## src/rtl/mips_regfile_param_if.sv

```systemverilog
// Register-file access bundle: decode-side read/reserve, writeback-side write,
// and the file's read results, busy flags and ready status.
interface mips_regfile_param_if #(
  parameter int DATA_W = 32,
  parameter int ADDR_W = 5
);
  logic [ADDR_W-1:0] read_reg_1;
  logic [ADDR_W-1:0] read_reg_2;
  logic [DATA_W-1:0] read_data_1;
  logic [DATA_W-1:0] read_data_2;
  logic              busy_1;
  logic              busy_2;
  logic              signal_reg_write;
  logic [ADDR_W-1:0] write_reg;
  logic [DATA_W-1:0] write_data;
  logic              signal_reg_reserve;
  logic [ADDR_W-1:0] reserve_reg;
  logic              ready;

  // Datapath side: drives indices, write and reserve requests.
  modport master (
    output read_reg_1, read_reg_2, signal_reg_write, write_reg, write_data,
           signal_reg_reserve, reserve_reg,
    input  read_data_1, read_data_2, busy_1, busy_2, ready
  );

  // Register file side.
  modport slave (
    input  read_reg_1, read_reg_2, signal_reg_write, write_reg, write_data,
           signal_reg_reserve, reserve_reg,
    output read_data_1, read_data_2, busy_1, busy_2, ready
  );
endinterface

```

## src/rtl/mips_regfile_param.sv

```systemverilog
// Parametrised MIPS register file: two combinational read ports, one
// synchronous write port, optional hardwired r0, optional write bypass,
// a per-register busy scoreboard and a post-reset clear sweep.
module mips_regfile_param #(
  parameter int DATA_W   = 32,
  parameter int ADDR_W   = 5,
  parameter bit ZERO_REG = 1'b1,
  parameter bit BYPASS   = 1'b1
) (
  input  logic                   clk,
  input  logic                   rst,
  mips_regfile_param_if.slave    rf
);

  localparam int DEPTH = 1 << ADDR_W;

  localparam logic [0:0] S_INIT = 1'b0;
  localparam logic [0:0] S_RUN  = 1'b1;

  localparam logic [ADDR_W-1:0] LAST_IDX = '1;

  logic [0:0]        state_q, state_d;
  logic [ADDR_W-1:0] cnt_q, cnt_d;
  logic [DEPTH-1:0]  busy_q, busy_d;
  logic [DATA_W-1:0] mem_q [DEPTH];

  logic              run;
  logic              wr_ok;
  logic              rsv_ok;
  logic [DATA_W-1:0] rd1, rd2;
  logic              b1, b2;

  // True for the hardwired-zero index when that feature is enabled.
  function automatic logic is_zero(input logic [ADDR_W-1:0] idx);
    return ZERO_REG && (idx == '0);
  endfunction

  // True when a same-cycle write should be forwarded to a read of idx.
  function automatic logic bypass_hit(input logic               wr_en,
                                      input logic [ADDR_W-1:0] wr_idx,
                                      input logic [ADDR_W-1:0] idx);
    return BYPASS && wr_en && (wr_idx == idx);
  endfunction

  assign run    = (state_q == S_RUN);
  assign wr_ok  = run && rf.signal_reg_write   && !is_zero(rf.write_reg);
  assign rsv_ok = run && rf.signal_reg_reserve && !is_zero(rf.reserve_reg);

  // Sweep sequencer: advance the clear pointer, leave INIT after the last entry.
  always_comb begin
    state_d = state_q;
    cnt_d   = cnt_q;
    if (state_q == S_INIT) begin
      if (cnt_q == LAST_IDX) begin
        state_d = S_RUN;
      end else begin
        cnt_d = cnt_q + 1'b1;
      end
    end
  end

  // Scoreboard next state: a write retires the register, a reserve (applied last) wins.
  always_comb begin
    busy_d = busy_q;
    if (wr_ok)  busy_d[rf.write_reg]   = 1'b0;
    if (rsv_ok) busy_d[rf.reserve_reg] = 1'b1;
  end

  // Control state: FSM, sweep counter and busy vector, all cleared by rst.
  always_ff @(posedge clk) begin
    if (rst) begin
      state_q <= S_INIT;
      cnt_q   <= '0;
      busy_q  <= '0;
    end else begin
      state_q <= state_d;
      cnt_q   <= cnt_d;
      busy_q  <= busy_d;
    end
  end

  // Storage: zeroed one entry per edge during the sweep, written by writeback in RUN.
  always_ff @(posedge clk) begin
    if (!rst) begin
      if (!run) begin
        mem_q[cnt_q] <= '0;
      end else if (wr_ok) begin
        mem_q[rf.write_reg] <= rf.write_data;
      end
    end
  end

  // Read port 1: zero during the sweep and for r0, forwarded write when bypassing.
  always_comb begin
    rd1 = '0;
    b1  = 1'b0;
    if (run && !is_zero(rf.read_reg_1)) begin
      if (bypass_hit(wr_ok, rf.write_reg, rf.read_reg_1)) begin
        rd1 = rf.write_data;
      end else begin
        rd1 = mem_q[rf.read_reg_1];
        b1  = busy_q[rf.read_reg_1];
      end
    end
  end

  // Read port 2: same rules as port 1, evaluated independently.
  always_comb begin
    rd2 = '0;
    b2  = 1'b0;
    if (run && !is_zero(rf.read_reg_2)) begin
      if (bypass_hit(wr_ok, rf.write_reg, rf.read_reg_2)) begin
        rd2 = rf.write_data;
      end else begin
        rd2 = mem_q[rf.read_reg_2];
        b2  = busy_q[rf.read_reg_2];
      end
    end
  end

  assign rf.read_data_1 = rd1;
  assign rf.read_data_2 = rd2;
  assign rf.busy_1      = b1;
  assign rf.busy_2      = b2;
  assign rf.ready       = run;

endmodule

```

## src/flat_wrapper.sv

```systemverilog
// flat-port wrapper written by rule: the top's interface ports become plain ports
module mips_regfile_param_flat 
#(
  parameter int DATA_W   = 32,
  parameter int ADDR_W   = 5,
  parameter bit ZERO_REG = 1'b1,
  parameter bit BYPASS   = 1'b1
)
  (clk, rst, rf_read_reg_1, rf_read_reg_2, rf_signal_reg_write, rf_write_reg, rf_write_data, rf_signal_reg_reserve, rf_reserve_reg, rf_read_data_1, rf_read_data_2, rf_busy_1, rf_busy_2, rf_ready);
  mips_regfile_param_if #(.DATA_W(DATA_W), .ADDR_W(ADDR_W)) rf_i ();
  input  logic clk;
  input  logic rst;
  input wire logic [$bits(rf_i.read_reg_1)-1:0] rf_read_reg_1;
  input wire logic [$bits(rf_i.read_reg_2)-1:0] rf_read_reg_2;
  input wire logic [$bits(rf_i.signal_reg_write)-1:0] rf_signal_reg_write;
  input wire logic [$bits(rf_i.write_reg)-1:0] rf_write_reg;
  input wire logic [$bits(rf_i.write_data)-1:0] rf_write_data;
  input wire logic [$bits(rf_i.signal_reg_reserve)-1:0] rf_signal_reg_reserve;
  input wire logic [$bits(rf_i.reserve_reg)-1:0] rf_reserve_reg;
  output wire logic [$bits(rf_i.read_data_1)-1:0] rf_read_data_1;
  output wire logic [$bits(rf_i.read_data_2)-1:0] rf_read_data_2;
  output wire logic [$bits(rf_i.busy_1)-1:0] rf_busy_1;
  output wire logic [$bits(rf_i.busy_2)-1:0] rf_busy_2;
  output wire logic [$bits(rf_i.ready)-1:0] rf_ready;
  assign rf_i.read_reg_1 = rf_read_reg_1;
  assign rf_i.read_reg_2 = rf_read_reg_2;
  assign rf_i.signal_reg_write = rf_signal_reg_write;
  assign rf_i.write_reg = rf_write_reg;
  assign rf_i.write_data = rf_write_data;
  assign rf_i.signal_reg_reserve = rf_signal_reg_reserve;
  assign rf_i.reserve_reg = rf_reserve_reg;
  assign rf_read_data_1 = rf_i.read_data_1;
  assign rf_read_data_2 = rf_i.read_data_2;
  assign rf_busy_1 = rf_i.busy_1;
  assign rf_busy_2 = rf_i.busy_2;
  assign rf_ready = rf_i.ready;
  mips_regfile_param #(.DATA_W(DATA_W), .ADDR_W(ADDR_W), .ZERO_REG(ZERO_REG), .BYPASS(BYPASS)) u_core (.clk(clk), .rst(rst), .rf(rf_i));
endmodule
```

## config.mk

```make
export PLATFORM = sky130hd
export DESIGN_NAME = mips_regfile_param_flat
export DESIGN_NICKNAME = d
export VERILOG_FILES = /design/src/rtl/mips_regfile_param_if.sv /design/src/rtl/mips_regfile_param.sv /design/src/flat_wrapper.sv
export SDC_FILE = /design/constraint.sdc
export NUM_CORES = 1
export LEC_CHECK = 0
export BUFFER_PORTS_ARGS = -buffer_cell sky130_fd_sc_hd__buf_2
export CORE_ASPECT_RATIO = 0.75
export CORE_MARGIN = 2
export CORE_UTILIZATION = 50
export CTS_BUF_LIST = sky130_fd_sc_hd__clkbuf_8
export CTS_CLUSTER_SIZE = 10
export DETAILED_ROUTE_END_ITERATION = 12
export PLACE_DENSITY = 0.69
export RECOVER_POWER = 25
export REMOVE_ABC_BUFFERS = 1
export SETUP_SLACK_MARGIN = 0.5
export SLEW_MARGIN = 10
export SYNTH_ARGS = -nofsm -noshare
export SYNTH_HDL_FRONTEND = slang
export SYNTH_SLANG_ARGS = --single-unit
```

## constraint.sdc

```tcl
create_clock -name clk -period 3.4 [get_ports clk]
set_input_delay 0.17 -clock clk [delete_from_list [all_inputs] [get_ports clk]]
set_output_delay 0.17 -clock clk [all_outputs]
set_load 0.005 [all_outputs]
```

==> results of run 1 <==
==> kinds of logic (layout without fill, tap and decap cells) <==
group,after synthesis,after routing
compound gates,494,494
fa+ha+maj,2,2
mux,792,792
buf+inv,251,747
other cells,0,1
xor+xnor,13,13
flops,1062,1062
simple gates,519,520
==> power groups by stage <==
stage          clock network (mW)  logic (mW)  registers (mW)
6_report                     10.1        2.19            14.3
5_1_grt                      10.7        2.27            14.3
3_3_place_gp                    0        2.03            14.5
4_1_cts                      10.2        2.13            14.3
3_5_place_dp                    0        2.05            14.5
2_1_floorplan                   0       0.975            14.5
==> flip-flops by register name (all words and copies together) (netlist names) <==
register / flops
u_core.mem_q: 1024
u_core.busy_q: 32
u_core.rf.ready: 1
u_core.cnt_q: 5
==> worst max path at each step <==
stage	from	end	slack, ps	cells past startpoint
floorplan	rf_read_reg_2[2]	rf_read_data_2[29]	-3000	5
global placement	rf_write_reg[4]	u_core.mem_q[2][19]	290	6
detailed placement	rf_write_reg[2]	u_core.mem_q[2][19]	160	6
CTS	u_core.mem_q[15][30]	rf_read_data_2[30]	310	6
global route	u_core.rf.ready	u_core.mem_q[30][31]	170	7
finish	u_core.rf.ready	u_core.mem_q[31][31]	220	7
==> cell usage in the layout, fill, tap and decap left out, types with 13 or more instances in the layout <==
master,count
buf_12,57
mux4_2,336
mux2_2,68
a221oi_1,31
buf_2,112
o221a_2,32
a221oi_2,55
and2_1,25
nand3_1,138
clkinv_1,51
a32o_1,27
dlygate4sd3_1,57
o21ai_0,35
inv_1,47
o2111ai_1,66
a22oi_1,84
dfxtp_1,38
clkinv_2,20
nor2_4,35
a21oi_1,97
edfxtp_1,1024
clkbuf_2,13
nand2_1,230
nor2_1,29
clkbuf_8,174
mux2i_1,380
buf_4,185
==> repair_timing <==
action                                  CTS  global route
gates cloned                              0             1
hold buffers                             57             0
resized for setup                        55            23
buffers inserted                         36            17
endpoints found under the setup margin  414           520
hold endpoints to repair                746             0
pin swaps                                20             4
==> metrics by stage <==
stage | cells | hold slack (ps) | cell area [um2] | power (mW)
global placement | 4572 | 475.3 | 55270 | 16.57
global route | 4982 | 113.1 | 59680 | 27.29
detailed placement | 4572 | 483.1 | 55270 | 16.60
floorplan | 2886 | 239.1 | 50400 | 15.51
CTS | 4964 | 15.90 | 59480 | 26.56
finish | 4983 | 95.06 | 59680 | 26.52
==> worst reg2reg max path: stages, from the launching register on <==
cell,delay (ps)
dfxtp_1,340
nand2_1,190
a211oi_4,370
clkbuf_2,740
a31oi_2,200
buf_4,260
nor2_4,130
buf_4,510
==> cell type report <==
cell class	instances	area, um2
antenna	1	2.502
clock buffer	172	2367
clock inverter	127	631.9
fill	7652	43310
inverter	4	15.01
multi-input combinational	1821	19530
sequential	1062	31510
tap	1352	1692
timing repair buffer	444	3935
==> per-layer routing <==
metal  up-vias  routed length [um]
met5         -                  55
met4        10                8679
met3       534               19010
met2      2560               77120
met1     17890               62270
li1      13880                   -
==> flow_metrics.py, run 1 <==
metrics = {
    "clocking": {
        "cts_tree": "built",
        "cts_sinks": 1062,
        "cts_buffers": 163,
        "clk_latency_ps": 880,
        "clock_path_buffers": 3,
        "htree_levels": 4,
        "clockRootBuffer": "clkbuf_8",
        "path_clk_slew_ps": 60,
    },
    "floorplanning": {
        "fp-row-count": 102,
        "core_area_um2": 103000,
        "die_area_um2": 106400,
        "initial_utilization_pct": 50.37,
        "io_pins": 123,
        "die_w_um": 376.0,
        "die_y_um": 283.0,
    },
    "detailed_routing": {
        "vias_per_cell": 6.998,
        "detail_route.first_pass.iterations": 6,
        "drt_iter0_markers": 5233,
        "drtAntennaViolNets": 0,
        "wl_mm": 167.1,
        "vias": 34870,
        "drc": 0,
        "routedWlPerCell_um": 33.54,
    },
    "logic_synthesis": {
        "synth-edff-count": 1024,
        "synth-compound-area-share_pct": 7.785,
        "yosysTopAreaCell": "edfxtp_1",
        "syn_inst": 3133,
        "ys_seq_area_share_pct": 60.74,
        "synth_mux_area_share_pct": 23.77,
        "synth_warnings": 0,
        "synth_most_common_cell": "edfxtp_1",
        "synth-seq-cells": 1062,
        "postSynth.asyncResetShare_pct": 0,
        "avgSynthCellArea_um2": 16.56,
        "synth-xor-area-share_pct": 0.2195,
        "synth.top_cell.area_share_pct": 59.27,
        "synth_common_cells": "edfxtp_1, mux2i_1, mux4_2, nand2_1, nand3_1",
        "ys_types": 60,
        "yosys-top-cells-area": "edfxtp_1, mux4_2, mux2i_1, nand2_1, mux2_2",
        "synthSimpleGateAreaFrac_pct": 4.548,
        "synth_top_family_by_area": "multiplexers",
        "synth_ff_type": "edfxtp_1",
        "synthesis.area_um2": 51880,
        "synth_fa_ha_area_share_pct": 0.04823,
    },
    "worst_setup_path": {
        "start_kind": "register",
        "slowest_delay_ps": 740,
        "crit_buf_inv": 3,
        "cp.arrival_ps": 3660,
        "reg2reg_from": "u_core.rf.ready",
        "rr_worst_depth": 7,
        "worstSetupEndpointType": "register",
        "cp_max_fo": 21,
        "cp_slowest_cell": "clkbuf_2",
        "ff2ff_setup_slack_ps": 220,
        "path_class": "reg -> reg",
        "critical-path-top-delay-family": "buffers and inverters",
        "cpMostUsedCell": "buf_4",
        "r2r-end": "u_core.mem_q[31][31]",
        "cp.required_ps": 3880,
        "crit_chain": "nand2_1, a211oi_4, clkbuf_2, a31oi_2, buf_4, nor2_4, buf_4",
    },
    "global_route": {
        "gr-usage-met2_pct": 48.45,
        "grt_usage_pct": 31.19,
        "busiest_layer": "met2",
        "grt_pass1_vias": 35250,
        "use_met1_pct": 42.10,
        "grt_overflow": 0,
        "grt_pass1_wl_mm": 240.5,
        "met3_usage_pct": 6.647,
        "antenna_found_initial": 5,
        "grt_max_degree": 87,
    },
    "sta": {
        "fmax_mhz": 314.5,
        "setup_violations": 0,
        "fin_crit_sh_pct": 93.52,
        "maxSlewViolCount": 99,
        "rsz0062_at_grt": "true",
        "period_needed_ps": 3180,
        "finalHoldViolations": 0,
        "skew_ps": 48.37,
        "fin_ws_ps": 220.4,
        "max_slew_margin_pct": -4.716,
        "worst_slew_pin_slew_ps": 1571,
        "tns_ps": 0,
    },
    "pwr": {
        "pwr-share-seq_pct": 53.8,
        "p_switching_mw": 6.505,
        "switching_share_pct": 24.52,
        "p_int_mw": 20.02,
        "combPwrFrac_pct": 8.2,
        "power_density_nw_per_um2": 444.5,
        "clock_power_share_pct": 37.9,
        "vdd_drop_max_mv": 0.3680,
        "cellLeakagePower_nw": 19.10,
    },
    "min_path": {
        "min_path_type": "in -> reg",
        "hold_end": "u_core.busy_q[22]",
        "worstHoldStart": "rf_write_reg[0]",
        "holdPathStages": 4,
    },
    "finish": {
        "final_util_pct": 57.95,
        "syn_to_final_growth_pct": 15.03,
        "drive_above_1_share_pct": 32.12,
        "nNetsFinal": 3554,
    },
    "status": {
        "violations": "max-capacitance violations, max-slew violations",
        "status": "finished with violations",
    },
    "flow_run": {
        "drv_cap": 3,
    },
    "placed_design": {
        "port_buffers": 122,
        "hpwl_mm": 101.1,
        "pre_cts_slack_ps": 155.8,
        "gp_congestion": 0.8931,
    },
}
Power figures use the tool's default switching activity.
==> inputs of run 2 (changes only) <==
--- a/config.mk
+++ b/config.mk
@@ -8,11 +8,10 @@
 export BUFFER_PORTS_ARGS = -buffer_cell sky130_fd_sc_hd__buf_2
 export CORE_ASPECT_RATIO = 0.75
 export CORE_MARGIN = 2
-export CORE_UTILIZATION = 50
+export CORE_UTILIZATION = 29
 export CTS_BUF_LIST = sky130_fd_sc_hd__clkbuf_8
 export CTS_CLUSTER_SIZE = 10
 export DETAILED_ROUTE_END_ITERATION = 12
-export PLACE_DENSITY = 0.69
 export RECOVER_POWER = 25
 export REMOVE_ABC_BUFFERS = 1
 export SETUP_SLACK_MARGIN = 0.5
==> run 2 against run 1 <==
Compared with the run above:
- the flow still finishes with violations (max-capacitance violations, max-slew violations)
- critical endpoint is now u_core.mem_q[22][27]
- combinational power barely moved
- sequential share of layout area fell by 0.84 points
- final area increased by 1.6%
- hold slack worse by 65 ps
- first-iteration DRC count shrank 20%
- routed wire length is 5.5% higher
- sequential power about the same
==> flow_metrics.py, run 2 (synthesis results as in run 1) <==
metrics = {
    "status": {
        "status": "finished with violations",
        "violations": "max-capacitance violations, max-slew violations",
    },
    "placed_design": {
        "hpwl_mm": 104.7,
        "placed_cell_area_um2": 56410,
        "port_buffers": 122,
        "gp_congestion": 0.8320,
    },
    "detailed_routing": {
        "detail_route.first_pass.iterations": 8,
        "drtAntennaViolNets": 0,
        "vias": 33800,
        "wl_mm": 176.3,
        "vias_per_cell": 5.678,
        "routedWlPerCell_um": 29.61,
        "drt_iter0_markers": 4172,
        "drc": 0,
    },
    "worst_setup_path": {
        "cp.arrival_ps": 3970,
        "start_kind": "register",
        "worstSetupEndpointType": "register",
        "rr_worst_depth": 6,
        "r2r-end": "u_core.mem_q[22][27]",
        "path_class": "reg -> reg",
        "cp_max_fo": 18,
        "reg2reg_from": "u_core.rf.ready",
        "cp.required_ps": 4080,
        "ff2ff_setup_slack_ps": 110,
    },
    "finish": {
        "largest_register_ffs": 1024,
        "multi_input_area_um2": 19670,
        "n_fill_cell": 16890,
        "drive_above_1_share_pct": 31.93,
        "finalInstanceArea_um2": 60650,
        "ff_latch_area_um2": 31510,
        "regMostFlops": "u_core.mem_q",
        "final_common_cell": "edfxtp_1",
        "syn_to_final_growth_pct": 16.90,
        "top_regs": "u_core.mem_q: 1024 flops, u_core.busy_q: 32 flops, u_core.cnt_q: 5 flops",
        "nNetsFinal": 3503,
        "final_cell_mix": "edfxtp_1, mux2i_1, mux4_2",
    },
    "sta": {
        "max_slew_margin_pct": -23.61,
        "fin_crit_sh_pct": 96.74,
        "fmax_mhz": 304.0,
        "setup_violations": 0,
        "finalHoldViolations": 0,
        "skew_ps": 28.57,
        "worst_slew_pin_slew_ps": 1854,
        "maxSlewViolCount": 75,
        "rsz0062_at_grt": "true",
        "period_needed_ps": 3289,
        "tns_ps": 0,
    },
    "pwr": {
        "p_int_mw": 20.08,
        "vdd_drop_max_mv": 0.3782,
        "p_switching_mw": 6.633,
        "pwr-share-seq_pct": 53.4,
        "cellLeakagePower_nw": 18.86,
        "switching_share_pct": 24.83,
        "clock_power_share_pct": 38.4,
        "combPwrFrac_pct": 8.2,
        "power_density_nw_per_um2": 440.4,
    },
    "floorplanning": {
        "die_y_um": 370.3,
        "io_pins": 123,
        "initial_utilization_pct": 29.16,
        "core_area_um2": 177900,
        "die_area_um2": 182300,
        "die_w_um": 492.4,
        "fp-row-count": 134,
    },
    "global_route": {
        "grt_overflow": 0,
        "grt_usage_pct": 18.80,
        "grt_pass1_wl_mm": 247.4,
        "antenna_found_initial": 4,
        "grt_pass1_vias": 33040,
        "grt_max_degree": 85,
    },
    "clocking": {
        "cts_tree": "built",
        "cts_sinks": 1062,
        "clockRootBuffer": "clkbuf_8",
        "path_clk_slew_ps": 60,
        "clk_latency_ps": 880,
        "clock_path_buffers": 3,
        "cts_buffers": 159,
        "htree_levels": 4,
    },
    "min_path": {
        "holdPathStages": 6,
        "hold_end": "u_core.busy_q[7]",
        "min_path_type": "in -> reg",
        "worstHoldStart": "rf_signal_reg_write",
    },
    "flow_run": {
        "drv_cap": 3,
    },
}
==> run 2: metal layers <==
| layer | vias to the layer above | global-route usage (%) | routed length, um |
|---|---|---|---|
| met2 | 1943 | 29.02 | 79660 |
| met3 | 308 | 4.170 | 17320 |
| met5 | - | 0.1818 | 57 |
| met1 | 17780 | 26.41 | 74250 |
| met4 | 4 | 5.586 | 4993 |
| li1 | 13770 | - | - |
==> run 2: power by group through the flow <==
stage               logic (mW)  registers [mW]  clock network [mW]
CTS                       2.15            14.3                10.4
detailed placement        2.08            14.5                   0
global route              2.30            14.3                11.0
floorplan                0.975            14.5                   0
global placement          2.07            14.5                   0
finish                    2.19            14.3                10.3
==> run 2: worst max-delay path by stage <==
stage | from | end | slack (ps) | depth (start not counted)
finish | u_core.rf.ready | u_core.mem_q[22][27] | 110 | 6
floorplan | rf_read_reg_2[2] | rf_read_data_2[29] | -3000 | 5
global placement | u_core.rf.ready | u_core.mem_q[29][8] | 480 | 6
global route | u_core.rf.ready | u_core.mem_q[29][27] | 130 | 6
detailed placement | rf_write_reg[3] | u_core.mem_q[29][8] | 440 | 7
CTS | u_core.mem_q[15][30] | rf_read_data_2[30] | 240 | 6
==> run 2: cell type report <==
class                   count  share of cell area, %
clock inverters           124                  1.227
diodes                      3                0.01238
well taps                2380                  4.910
repair buffers            398                  5.768
multi-input cells        1820                  32.42
flip-flops and latches   1062                  51.96
inverters                   4                0.02476
clock buffers             162                  3.676
==> run 2: through the flow <==
stage               util, %  std cells  setup WS [ps]  total power [mW]  hold WS (ps)
finish                34.09       5953          110.7             26.71         29.61
CTS                   34.00       5947          245.0             26.85         19.67
global route          34.09       5951          130.2             27.52         71.87
detailed placement    31.71       5588          443.0             16.62         479.7
global placement      31.71       5588          475.9             16.61         474.2
floorplan                 -       2886          -3000             15.51         239.1
==> run 2: timing repair <==
action,4_1_cts,5_1_grt
endpoints found under the hold margin,862,0
hold buffers,59,0
endpoints found under the setup margin,112,626
buffers inserted,12,3
pin swaps,8,8
gates cloned,2,0
resized for setup,66,36
==> run 2: worst max-delay path, cell delays in order (launching register included) <==
cell,delay (ps)
dfxtp_2,360
nand2_4,90
a211oi_4,210
buf_12,170
clkbuf_1,1220
and2_1,660
buf_4,340
